File: src/rtl/core_pkg.sv
// Shared integer-pipeline constants and types.
// Used by writeback and later pipeline stages.
package core_pkg;
    localparam int REG_IDX_W = 5;
    localparam int XLEN      = 32;
    localparam int NUM_REGS  = 32;

    typedef logic [REG_IDX_W-1:0] reg_idx_t;
endpackage

File: src/rtl/wb_scoreboard.sv
// Outstanding-load scoreboard: one pending bit per register, two read ports.
// Latency: set/clear visible on busy outputs the cycle after the edge; no backpressure.
module wb_scoreboard
    import core_pkg::*;
(
    input  logic     clk,
    input  logic     rst,
    input  logic     set_vld,
    input  reg_idx_t set_idx,
    input  logic     clr_vld,
    input  reg_idx_t clr_idx,
    input  reg_idx_t rs1i,
    input  reg_idx_t rs2i,
    output logic     busy1,
    output logic     busy2
);

    logic [NUM_REGS-1:0] pending_q;
    logic [NUM_REGS-1:0] pending_d;

    // Set is applied after clear so a same-index issue in the retire cycle survives.
    always_comb begin
        pending_d = pending_q;
        if (clr_vld) begin
            pending_d[clr_idx] = 1'b0;
        end
        if (set_vld && set_idx != '0) begin
            pending_d[set_idx] = 1'b1;
        end
        pending_d[0] = 1'b0;
    end

    always_ff @(posedge clk) begin
        if (rst) begin
            pending_q <= '0;
        end else begin
            pending_q <= pending_d;
        end
    end

    assign busy1 = pending_q[rs1i];
    assign busy2 = pending_q[rs2i];

endmodule

File: src/rtl/writeback_unit.sv
// Register-file write-port arbiter (mem over ALU, ALU after STARVE_LIMIT stalls) with load scoreboard.
// Latency: acceptance at edge N drives reg_write/rdi/write_data during cycle N+1.
// Backpressure: ready is combinational from valids and state; the losing source holds until accepted.
module writeback_unit
    import core_pkg::*;
#(
    parameter int STARVE_LIMIT = 4,
    parameter int XLEN         = 32
) (
    input  logic            clk,
    input  logic            rst,
    input  logic            alu_valid,
    input  reg_idx_t        alu_rd,
    input  logic [XLEN-1:0] alu_data,
    output logic            alu_ready,
    input  logic            mem_valid,
    input  reg_idx_t        mem_rd,
    input  logic [XLEN-1:0] mem_data,
    output logic            mem_ready,
    input  logic            load_issue,
    input  reg_idx_t        load_issue_rd,
    input  reg_idx_t        rs1i,
    input  reg_idx_t        rs2i,
    output logic            busy1,
    output logic            busy2,
    output reg_idx_t        rdi,
    output logic [XLEN-1:0] write_data,
    output logic            reg_write
);

    localparam int                CNT_W      = $clog2(STARVE_LIMIT + 1);
    localparam logic [CNT_W-1:0]  STARVE_MAX = CNT_W'(STARVE_LIMIT);

    logic [CNT_W-1:0] starve_cnt_q, starve_cnt_d;
    reg_idx_t         rdi_q, rdi_d;
    logic [XLEN-1:0]  write_data_q, write_data_d;
    logic             reg_write_q, reg_write_d;
    logic             alu_turn;
    logic             mem_fire, alu_fire;

    assign alu_turn  = alu_valid && (starve_cnt_q == STARVE_MAX);
    assign mem_ready = !rst && mem_valid && !alu_turn;
    assign alu_ready = !rst && alu_valid && !mem_ready;
    assign mem_fire  = mem_valid && mem_ready;
    assign alu_fire  = alu_valid && alu_ready;

    always_comb begin
        starve_cnt_d = starve_cnt_q;
        if (alu_fire) begin
            starve_cnt_d = '0;
        end else if (alu_valid && starve_cnt_q != STARVE_MAX) begin
            starve_cnt_d = starve_cnt_q + 1'b1;
        end
    end

    // x0 writes still move rdi/write_data; only the enable is suppressed.
    always_comb begin
        rdi_d        = rdi_q;
        write_data_d = write_data_q;
        reg_write_d  = 1'b0;
        if (mem_fire) begin
            rdi_d        = mem_rd;
            write_data_d = mem_data;
            reg_write_d  = (mem_rd != '0);
        end else if (alu_fire) begin
            rdi_d        = alu_rd;
            write_data_d = alu_data;
            reg_write_d  = (alu_rd != '0);
        end
    end

    always_ff @(posedge clk) begin
        if (rst) begin
            starve_cnt_q <= '0;
            rdi_q        <= '0;
            write_data_q <= '0;
            reg_write_q  <= 1'b0;
        end else begin
            starve_cnt_q <= starve_cnt_d;
            rdi_q        <= rdi_d;
            write_data_q <= write_data_d;
            reg_write_q  <= reg_write_d;
        end
    end

    assign rdi        = rdi_q;
    assign write_data = write_data_q;
    assign reg_write  = reg_write_q;

    wb_scoreboard u_scoreboard (
        .clk     (clk),
        .rst     (rst),
        .set_vld (load_issue),
        .set_idx (load_issue_rd),
        .clr_vld (mem_fire),
        .clr_idx (mem_rd),
        .rs1i    (rs1i),
        .rs2i    (rs2i),
        .busy1   (busy1),
        .busy2   (busy2)
    );

endmodule

File: config.mk
export PLATFORM = sky130hd
export DESIGN_NAME = writeback_unit
export DESIGN_NICKNAME = d
export VERILOG_FILES = /design/src/rtl/core_pkg.sv /design/src/rtl/wb_scoreboard.sv /design/src/rtl/writeback_unit.sv
export SDC_FILE = /design/constraint.sdc
export NUM_CORES = 1
export LEC_CHECK = 0
export BUFFER_PORTS_ARGS = -buffer_cell sky130_fd_sc_hd__buf_2
export CORE_AREA = 2 2 138 99
export CTS_CLUSTER_SIZE = 28
export DETAILED_ROUTE_END_ITERATION = 6
export DIE_AREA = 0 0 140 101
export SETUP_SLACK_MARGIN = 0.3
export SLEW_MARGIN = 20
export SYNTH_ARGS = -nofsm -noshare
export SYNTH_HDL_FRONTEND = slang
export SYNTH_SLANG_ARGS = --single-unit
File: constraint.sdc
create_clock -name clk -period 2.2 [get_ports clk]
set_clock_uncertainty 0.1 [all_clocks]
set_input_delay 0.22 -clock clk [delete_from_list [all_inputs] [get_ports clk]]
set_output_delay 0.22 -clock clk [all_outputs]
set_load 0.1 [all_outputs]
==> results.yml, run 1 <==
yosys:
  yosysMostFrequentCell: "dfxtp_1"
  synth-seq-cells: 72
  postSynthCellCount: 438
  synth.top_cell.area_share_pct: 38.1
  synth-seq-area-share_pct: 38.1
  yosys_most_used_dff: "dfxtp_1"
  synthTopCellsByCount: "dfxtp_1, mux2i_1, nor2_1"
  synth_area_leaders: "dfxtp_1, mux2i_1, a211oi_1"
  syn-cell-area_um2: 3780
  synth_cell_type_count: 41
  synth_nets: 534
  synth-edff-count: 0
  syn_avg_cell_area_um2: 8.64
  synth_area_leader_cell: "dfxtp_1"
  yosysWarnings: 0
  synthArstFlopShare_pct: 0
placed_design:
  postPlaceCellArea_um2: 4610
  port_buffers: 135
  gp_congestion: 0.784
  dpl.hpwl_um: 8710
  pre_cts_ws_ns: 0.273
timing:
  finalCritPeriodShare_pct: 92.6
  final_max_slew_viol_count: 0
  finalSetupViolations: 0
  fin_ws_ns: 0.162
  relSlewSlack_pct: 51.3
  worstMarginPinSlew_ns: 0.727
  max_freq_mhz: 491
  rsz0062_at_grt: "yes"
  hold_violations: 0
  hold_ws_ns: 0.0599
  layout_min_cycle_time_ns: 2.04
worst_setup_path:
  cp.arrival_ns: 1.72
  start_kind: "register"
  end_kind: "output port"
  crit_path_max_fanout: 3
  crit_type: "register to output port"
  cpMaxStageDelayCell: "mux4_2"
  path_cells: "mux4_2 -> nand2b_4 -> o211ai_1 -> nand4_1 -> buf_6"
  cp_slowest_stage_delay_ns: 0.48
  cp.required_ns: 1.88
clock_tree:
  cts_tree: "done"
  cts_sinks: 72
  insertion_delay_ns: 0.33
  cts_hold_buf: 0
  cts_buffers: 9
  h-tree-depth: 3
  cts.reportedPaths.clkPinSlew_ns: 0.06
  root_buffer: "clkbuf_16"
  cts_buffer_depth: 2
drt:
  wire_per_inst_um: 15.8
  drt_drc_violations_left: 5
  wirelength_um: 11600
  vias: 3752
  vias_per_cell: 5.14
  drtIter0Drc: 261
  drtPass1Iterations: 7
  ant_nets: 0
floorplanning:
  start_util_pct: 29.3
  ioPinCount: 136
  dieArea_um2: 14100
  core_area_um2: 12900
  die_h_um: 101
  die_w_um: 140
  num_rows: 35
global_route:
  gr-total-overflow: 0
  grt_pass1_wl_um: 18000
  track_usage_pct: 16.1
  grt_max_degree: 36
  grt_pass1_vias: 3549
  antenna_found_initial: 0
power:
  power_density_nw_per_um2: 780
  ir_worst_vdd_v: 0.000372
  power.leakage_nw: 2.15
final_layout:
  n_antenna_cell: 0
  fill_cells: 1337
  drive_gt1_share_pct: 32.4
  final_area_um2: 5000
  area.growth.synth_to_final_pct: 32.2
  final_nets: 655
status:
  violations: "DRC"
  run_status: "complete, but fails checks"
flow_run:
  maxCapViolCount: 0
hold_path:
  hp-class: "input port to register"
cell usage in the layout, fill, tap and decap left out, types with 3 or more instances in the layout:
cell,n
nand2b_1,4
a21oi_1,34
mux4_2,6
and3b_1,3
nand3b_1,3
o21ai_0,33
inv_1,7
nor3b_1,3
buf_2,131
or3b_1,3
nor2_1,49
nand2_1,31
nor2b_1,11
nand3_1,14
buf_4,11
o21ai_1,4
a211oi_1,34
o31ai_1,3
a222oi_1,5
clkbuf_16,9
a22oi_1,4
mux2i_1,50
dfxtp_1,70
state kept, by name, summed over array words and instances (netlist names):
signal,count
write_data,32
u_scoreboard.pending_q,31
rdi,5
starve_cnt_q,3
reg_write,1
layer usage:
layer | part of all wire, % | global-route usage, % | up-vias
met5 | 0 | 0 | -
met4 | 0.81 | 4.12 | 0
met3 | 6.7 | 3.71 | 8
met2 | 47 | 26.3 | 124
met1 | 46 | 21.5 | 1787
li1 | - | - | 1833
kinds of logic (layout without fill, tap and decap cells):
family | count (synthesis) | count (layout) | share of synthesized area [%]
DFF | 72 | 72 | 38.1
and+or+nand+nor | 139 | 139 | 18.4
muxes | 57 | 57 | 17.1
AOI/OAI and AO/OA | 123 | 123 | 20.1
adders and majority gates | 2 | 2 | 0.661
buffers and inverters | 45 | 171 | 5.65
critical path: cells and delay by family, from the launching register on:
| kind | cells | cell delay [ns] |
|---|---|---|
| mux | 1 | 0.48 |
| flops | 1 | 0.32 |
| simple gates | 2 | 0.28 |
| buf+inv | 1 | 0.21 |
| compound gates | 1 | 0.09 |
timing repair:
action | CTS | global route
resized for setup | 6 | 4
setup buffers | 0 | 4
hold endpoints to repair | 0 | 0
endpoints found under the setup margin | 4 | 5
pin swaps | 1 | 3
through the flow:
stage | total power, W | cells | utilization [%] | setup TNS [ns]
after detailed placement | 0.00232 | 710 | 35.7 | 0
after CTS | 0.00393 | 726 | 38.4 | 0
after floorplan | 0.00212 | 438 | - | -0.125
after global placement | 0.00231 | 710 | 35.7 | 0
after global routing | 0.00405 | 730 | 38.7 | 0
final | 0.00390 | 730 | 38.7 | 0
path summary, 6_finish.rpt:
kind,startpoint,to,slack (ns),depth (start not counted)
worst min-delay path,alu_rd[3],rdi[3],0.06,3
worst max register to register,starve_cnt_q[0],write_data[26],0.52,7
worst max-delay path,u_scoreboard.pending_q[7],busy1,0.16,5
worst min register to register,starve_cnt_q[1],starve_cnt_q[1],0.39,2
final cells by class:
cell class | count | area, um^2 | area share (%)
inverter | 9 | 33.8 | 0.676
tap | 166 | 208 | 4.15
clock buffer | 10 | 239 | 4.78
timing repair buffer | 146 | 801 | 16.0
sequential | 72 | 1440 | 28.9
multi-input combinational | 321 | 2180 | 43.7
clock inverter | 6 | 92.6 | 1.85
report_power, final:
group          total, W  leakage (nW)  internal (W)  switching, W
logic          0.000915          1.40      0.000237      0.000677
clock network   0.00159         0.155       0.00103      0.000564
registers       0.00140         0.592       0.00137     0.0000319
(Power assumes the default switching activity.)
==> run 2, diff against run 1 <==
- CORE_AREA: 2 2 138 99 -> 8 8 144 105
- DIE_AREA: 0 0 140 101 -> 0 0 152 113
- PLACE_DENSITY: default -> 0.62
==> run 2 against run 1 <==
Net effect: the run now ends clean; non-clock buffer count is 4 lower; cell count is 0.55% lower; sequential share of layout area is 0.25 points higher; fmax is 0.12% lower; die area is 21% higher; register-to-register slack worse by 0.04 ns; combinational power hardly changed; wire length is 5.2% higher; sequential power hardly changed; critical endpoint unchanged; largest power group unchanged.
==> results.yml, run 2 (synthesized netlist as in run 1, its figures left out) <==
worst_setup_path:
  path_cells: "mux4_2 -> nand2b_4 -> o211ai_1 -> nand4_1 -> buf_8"
  start_kind: "register"
  reg2reg_from: "starve_cnt_q[0]"
  cpMaxStageDelayCell: "mux4_2"
  ff2ff_path_depth: 6
  cp.arrival_ns: 1.72
  cp_slowest_stage_delay_ns: 0.45
  startpoint: "u_scoreboard.pending_q[7]"
  r2r_end: "u_scoreboard.pending_q[4]"
  cp.required_ns: 1.88
  crit_type: "register to output port"
  end_kind: "output port"
  crit_path_max_fanout: 3
  r2r_slack_ns: 0.48
power:
  power_w: 0.00381
  sw_frac_of_total_pct: 34.7
  p_int_w: 0.00249
  power_frac_clock_pct: 39.3
  power_density_nw_per_um2: 769
  ir_worst_vdd_v: 0.000448
  p_switching_w: 0.00132
  seq_power_share_pct: 36.6
  comb_power_share_pct: 24.0
  power.leakage_nw: 2.12
placed_design:
  pre_cts_ws_ns: 0.287
  port_buffers: 135
  dpl.hpwl_um: 9350
  gp_congestion: 0.794
timing:
  rsz0062_at_grt: "yes"
  fin_ws_ns: 0.160
  finalCritPeriodShare_pct: 92.7
  worstMarginPinSlew_ns: 0.768
  hold_violations: 0
  max_freq_mhz: 490
  fin_tns_setup_ns: 0
  relSlewSlack_pct: 48.6
  final_max_slew_viol_count: 0
  layout_min_cycle_time_ns: 2.04
  finalSetupViolations: 0
clock_tree:
  cts_buffer_depth: 2
  root_buffer: "clkbuf_16"
  insertion_delay_ns: 0.34
  cts_sinks: 72
  cts_tree: "done"
  h-tree-depth: 3
  cts.reportedPaths.clkPinSlew_ns: 0.06
  cts_buffers: 9
global_route:
  grt_pass1_vias: 3796
  antenna_found_initial: 0
  grt_max_degree: 65
  gr-total-overflow: 0
  track_usage_pct: 13.7
  grt_pass1_wl_um: 19200
hold_path:
  min_to: "rdi[4]"
  hp-start: "alu_rd[4]"
  hp-class: "input port to register"
  hold_path_depth: 3
drt:
  vias: 3699
  wirelength_um: 12200
  drt_drc_violations_left: 0
  drtIter0Drc: 214
  ant_nets: 0
  vias_per_cell: 5.10
  wire_per_inst_um: 16.7
  drtPass1Iterations: 4
floorplanning:
  ioPinCount: 136
  num_rows: 35
  die_w_um: 152
  core_area_um2: 12900
  dieArea_um2: 17200
  die_h_um: 113
  start_util_pct: 29.3
final_layout:
  mostFrequentLayoutCell: "buf_2"
  finish.utilization_pct: 38.4
  final_nets: 651
  largest_reg_flops: 32
  drive_gt1_share_pct: 32.1
  n_antenna_cell: 0
  area.growth.synth_to_final_pct: 31.2
  final_cell_mix: "buf_2, dfxtp_1, mux2i_1, nor2_1"
status:
  run_status: "complete, no violations"
flow_run:
  maxCapViolCount: 0
[run 2: what timing repair did]
action                                  in CTS  in global routing
pin swaps                                    1                  1
hold buffers                                 0                  0
buffers inserted                             1                  0
gates resized for setup                      5                  7
endpoints found under the setup margin       4                  3
[run 2: through the flow]
step,hold slack [ns],cells,area (um^2)
final,0.0601,726,4960
after global routing,0.0631,726,4960
after CTS,0.0475,726,4940
after detailed placement,0.391,709,4610
after global placement,0.373,709,4610
after floorplan,0.285,438,3850
[run 2: layout make-up]
class                           instances  area [um^2]
Fill cell                            1297         7960
Multi-Input combinational cell        321         2180
Sequential cell                        72         1450
Timing Repair Buffer                  142          787
Clock buffer                            9          225
Tap cell                              166          208
Clock inverter                          7         80.1
Inverter                                9         33.8
[run 2: routing by layer]
| metal | track usage (%) | vias to the layer above | part of all wire, % |
|---|---|---|---|
| li1 | - | 1830 | - |
| met2 | 22.5 | 119 | 46 |
| met5 | 0 | - | 0 |
| met3 | 4.27 | 10 | 7.9 |
| met1 | 16.9 | 1740 | 45 |
| met4 | 4.51 | 0 | 1.1 |
[run 2: critical path, delay by kind of cell, from the launching register on]
| family | cells | cell delay [ns] |
|---|---|---|
| multiplexers | 1 | 0.45 |
| flip-flops | 1 | 0.32 |
| AND/OR/NAND/NOR | 2 | 0.29 |
| buffers and inverters | 1 | 0.20 |
| AO/OA/AOI/OAI | 1 | 0.10 |
[run 2: worst max-delay path by stage]
| stage | to | slack (ns) | depth (start not counted) |
|---|---|---|---|
| 6_report | busy1 | 0.16 | 5 |
| 5_1_grt | busy2 | 0.06 | 5 |
| 4_1_cts | busy2 | 0.15 | 5 |
| 3_5_place_dp | busy2 | 0.29 | 6 |
| 3_3_place_gp | busy2 | 0.28 | 6 |
| 2_1_floorplan | busy1 | -0.06 | 5 |
[run 2: power groups by stage]
| stage | registers [W] | clock network [W] | logic, W |
|---|---|---|---|
| after floorplan | 0.00180 | 0 | 0.000321 |
| after global placement | 0.00142 | 0 | 0.000891 |
| after global routing | 0.00140 | 0.00159 | 0.000961 |
| after CTS | 0.00140 | 0.00154 | 0.000914 |
| final | 0.00140 | 0.00150 | 0.000916 |
| after detailed placement | 0.00143 | 0 | 0.000905 |
